File: src/rtl/decoder_scan_pkg.sv
// Shared mode and state encodings for the scanning decoder.
package decoder_scan_pkg;

  localparam logic MODE_DIRECT = 1'b0;
  localparam logic MODE_SCAN   = 1'b1;

  typedef enum logic {
    ST_DIRECT = 1'b0,
    ST_SCAN   = 1'b1
  } state_t;

endpackage

File: src/rtl/decoder_core.sv
// Combinational N-to-2^N decoder with enable and selectable active level.
module decoder_core #(
  parameter int unsigned N          = 3,
  parameter bit          ACTIVE_LOW = 1'b0
) (
  input  logic [N-1:0]        sel,
  input  logic                en,
  output logic [(1<<N)-1:0]   dec_c
);

  localparam int unsigned W = 1 << N;

  logic [W-1:0] hot;

  // One-hot pattern first; inversion gives the one-cold form.
  always_comb begin
    hot = '0;
    if (en) begin
      hot[sel] = 1'b1;
    end
    dec_c = ACTIVE_LOW ? ~hot : hot;
  end

endmodule

File: src/rtl/decoder_scan.sv
// Registered one-hot decoder with a DIRECT select mode and a prescaled SCAN mode.
module decoder_scan
  import decoder_scan_pkg::*;
#(
  parameter int unsigned N          = 3,
  parameter int unsigned DIV        = 4,
  parameter bit          ACTIVE_LOW = 1'b0
) (
  input  logic                clk,
  input  logic                rst,
  input  logic                E,
  input  logic                mode,
  input  logic [N-1:0]        In,
  output logic [(1<<N)-1:0]   Out,
  output logic [N-1:0]        Idx,
  output logic                Wrap
);

  localparam int unsigned W  = 1 << N;
  localparam int unsigned PW = (DIV > 1) ? $clog2(DIV) : 1;
  localparam logic [PW-1:0] PRE_LAST = PW'(DIV - 1);
  localparam logic [N-1:0]  IDX_LAST = N'(W - 1);
  localparam logic [W-1:0]  INACTIVE = {W{ACTIVE_LOW}};

  state_t          state, state_n;
  logic [PW-1:0]   pre, pre_n;
  logic [N-1:0]    idx_n;
  logic            en_c;
  logic            wrap_n;
  logic [W-1:0]    out_c;

  // Decode the index that will be held next, so Out and Idx always agree.
  decoder_core #(
    .N          (N),
    .ACTIVE_LOW (ACTIVE_LOW)
  ) u_core (
    .sel   (idx_n),
    .en    (en_c),
    .dec_c (out_c)
  );

  // State, prescaler and output registers with synchronous reset.
  always_ff @(posedge clk) begin
    if (rst) begin
      state <= ST_DIRECT;
      pre   <= '0;
      Idx   <= '0;
      Out   <= INACTIVE;
      Wrap  <= 1'b0;
    end else begin
      state <= state_n;
      pre   <= pre_n;
      Idx   <= idx_n;
      Out   <= out_c;
      Wrap  <= wrap_n;
    end
  end

  // Next-state, prescaler and index selection.
  always_comb begin
    state_n = state;
    pre_n   = pre;
    idx_n   = Idx;
    en_c    = 1'b0;
    wrap_n  = 1'b0;
    unique case (state)
      ST_DIRECT: begin
        idx_n = In;
        en_c  = E;
        pre_n = '0;
        if (mode == MODE_SCAN) begin
          state_n = ST_SCAN;
        end
      end
      ST_SCAN: begin
        if (mode == MODE_DIRECT) begin
          // Leaving scan: hold the index, no advance and no wrap on the exit edge.
          state_n = ST_DIRECT;
          pre_n   = '0;
          en_c    = E;
        end else if (E) begin
          en_c = 1'b1;
          if (pre == PRE_LAST) begin
            pre_n  = '0;
            idx_n  = N'(Idx + 1'b1);
            wrap_n = (Idx == IDX_LAST);
          end else begin
            pre_n = PW'(pre + 1'b1);
          end
        end
      end
      default: begin
        state_n = ST_DIRECT;
        pre_n   = '0;
      end
    endcase
  end

endmodule

File: config.mk
export PLATFORM = sky130hd
export DESIGN_NAME = decoder_scan
export DESIGN_NICKNAME = d
export VERILOG_FILES = /design/src/rtl/decoder_scan_pkg.sv /design/src/rtl/decoder_core.sv /design/src/rtl/decoder_scan.sv
export SDC_FILE = /design/constraint.sdc
export NUM_CORES = 1
export LEC_CHECK = 0
export CAP_MARGIN = 5
export CELL_PAD_IN_SITES_DETAIL_PLACEMENT = 1
export CELL_PAD_IN_SITES_GLOBAL_PLACEMENT = 2
export CORE_MARGIN = 8
export CORE_UTILIZATION = 23
export DETAILED_ROUTE_END_ITERATION = 8
export PLACE_DENSITY_LB_ADDON = 0.1
export SLEW_MARGIN = 20
export SYNTH_ARGS = -nofsm -noshare
export SYNTH_HDL_FRONTEND = slang
export SYNTH_SLANG_ARGS = --single-unit
File: constraint.sdc
create_clock -name clk -period 1.5 [get_ports clk]
set_clock_uncertainty 0.05 [all_clocks]
set_input_delay 0.225 -clock clk [delete_from_list [all_inputs] [get_ports clk]]
set_output_delay 0.225 -clock clk [all_outputs]
set_load 0.1 [all_outputs]
==> results.yml <==
clocking:
  cts_tree: "yes"
  clockBufferDepth: 2
  ctsRootBufferMaster: "clkbuf_4"
  numCtsBuffers: 3
  h-tree-depth: 1
  clkTransAtPathRegs_ns: 0.10
  cts.sinks: 15
  clk-insertion-delay-late_ns: 0.29
  hold_buffers: 0
die:
  coreArea_um2: 2450
  fp-row-count: 18
  initial_utilization_pct: 24.2
  die_x_um: 66.8
  fp.dieArea_um2: 4460
  die_h_um: 66.8
  io_pins: 19
logic_synthesis:
  syn-num-nets: 72
  ys_seq_area_share_pct: 50.6
  netlist_instances: 61
  netlist_area_um2: 593
  yosys.area.top_type: "dfxtp_1"
  synth.top_cell.area_share_pct: 50.6
  ys_top_cells_by_area: "dfxtp_1, ha_1, nor3_1"
  yosys_warnings: 0
  ys_ff_latch: 15
  synth_cell_types: 20
  postSynthAreaPerCell_um2: 9.72
setup_path:
  worstPathRequired_ns: 1.67
  crit_type: "reg2reg"
  max_stage_delay_ns: 0.41
  endpoint_kind: "flop"
  critical_path_buf_inv_count: 0
  path_cells: "ha_4 -> and3_4 -> o211a_1 -> or3b_4 -> nor3_1"
  cp_max_fo: 4
  cp_top_family: "simple AND/OR/NAND/NOR gates"
  crit_arrival_ns: 1.76
  crit_slowest_cell: "or3b_4"
  start_kind: "flop"
global_route:
  grt_usage_pct: 9.11
  grt_pass1_vias: 647
  antenna_found_initial: 0
  grt_pass1_wl_um: 3080
  grt_max_degree: 10
  grt_overflow: 0
drt:
  route.detailed.vias_per_inst: 4.50
  num_vias: 571
  drt_wl_total_um: 1820
  antenna_left: 0
  route.detailed.wl_per_inst_um: 14.3
  drt_iter0_markers: 5
  drc_errors: 0
  first_pass_iters: 3
power:
  power_leakage_nw: 0.480
  powerDensity_nw_per_um2: 745
  vdd_drop_max_uv: 447
  fin_total_pwr_w: 0.000931
timing:
  setup_tns_ns: -0.285
  tightest_slew_ns: 0.358
  slew_headroom_pct: 76.1
  setup_slack_ns: -0.0872
  drv_slew: 0
  rsz0062_at_grt: "yes"
  fin_crit_ns: 1.59
  fmax_ghz: 0.630
  hold_viol_final: 0
  setup_viol: 6
  period_share_pct: 106
final_layout:
  layout-area-overhead-vs-synth_pct: 111
  drive_gt1_share_pct: 58.8
  n_antenna_cell: 0
  utilization_pct: 50.9
  final_nets: 109
  num-fill-cells: 255
worst_hold_path:
  hp-class: "reg2reg"
place:
  place_congestion: 0.701
  dpl.hpwl_um: 1400
  port_buffers: 18
outcome:
  violations: "setup timing"
  status: "complete, but fails checks"
job:
  max_cap_viol_count: 0
routing by layer:
| layer | global-route usage [%] | part of all wire [%] | up-vias |
|---|---|---|---|
| li1 | - | - | 286 |
| met1 | 10.1 | 42 | 271 |
| met2 | 15.1 | 50 | 12 |
| met3 | 3.02 | 5.6 | 2 |
| met4 | 4.80 | 1.6 | 0 |
| met5 | 0 | 0 | - |
layout make-up:
class	instances	area (µm²)	area share, %
repair buffers	33	420	33.6
inverters	2	7.51	0.601
flip-flops and latches	15	317	25.3
multi-input cells	43	440	35.2
clock inverters	1	5.00	0.400
clock buffers	3	22.5	1.80
well taps	30	37.5	3.00
state kept, by name (all words and copies together) (netlist names):
name,count
Wrap,1
state,1
Idx,3
Out,8
pre,2
power by group:
group	switching (W)	total [W]	leakage, nW	internal, W
Sequential	0.0000141	0.000422	0.125	0.000408
Combinational	0.000151	0.000263	0.337	0.000112
Clock	0.000146	0.000246	0.0177	0.0000993
Total	0.000312	0.000931	0.480	0.000619
layout by cell type, fill, tap and decap left out, types with 2 or more instances in the layout:
master           instances
buf_4                   13
buf_12                  12
dfxtp_1                 10
nor2_1                   7
clkdlybuf4s50_1          6
nor3_1                   5
dfxtp_4                  4
nor3_2                   4
nand2_1                  3
ha_4                     3
clkbuf_4                 3
mux2i_1                  2
inv_1                    2
a21o_4                   2
a21oi_4                  2
buf_6                    2
tightest hold or removal path, cell delays in order (launching register included):
cell     delay, ns
dfxtp_1       0.38
nand3_1       0.09
nor2_1        0.04
cell usage after synthesis (all sizes together):
cell,n
nor2b,2
clkbuf,1
dfxtp,15
xor2,1
nand2,4
o211a,1
a21oi,2
nor3,10
or3b,1
and3,1
a21o,2
a22oi,1
nand3,2
mux2i,3
o21ai,1
nand4,1
inv,2
ha,4
nor2,7
repair_timing:
| action | CTS | global route |
|---|---|---|
| buffers inserted | 1 | 0 |
| gates resized for setup | 14 | 13 |
| pin swaps | 9 | 2 |
| setup endpoints to repair | 8 | 10 |
per-stage QoR:
step                setup slack [ns]  hold WS, ns  cells  area, µm²
floorplan                     -0.104        0.238     61        639
global placement              -0.325        0.476    122       1080
detailed placement            -0.368        0.465    122       1080
CTS                           -0.122        0.485    127       1180
global route                  -0.134        0.519    127       1250
finish                       -0.0872        0.485    127       1250
cells by family after synthesis:
family / Yosys count / synth area share [%]
simple gates: 28 / 24.5
flops: 15 / 50.6
compound gates: 7 / 8.02
fa+ha+maj: 4 / 8.44
buf+inv: 3 / 1.90
mux: 3 / 5.06
xor+xnor: 1 / 1.48
worst paths after layout:
kind	startpoint	cells past startpoint	slack, ns	endpoint
hold / removal	state$_SDFF_PP0_	2	0.48	Wrap$_SDFF_PP0_
setup / recovery	pre[1]$_SDFFE_PP0P_	5	-0.09	Out[6]$_SDFF_PP0_
hold reg to reg	state$_SDFF_PP0_	2	0.48	Wrap$_SDFF_PP0_
setup reg to reg	pre[1]$_SDFFE_PP0P_	5	-0.09	Out[6]$_SDFF_PP0_
Note: power is estimated with default switching activity, not from simulation.
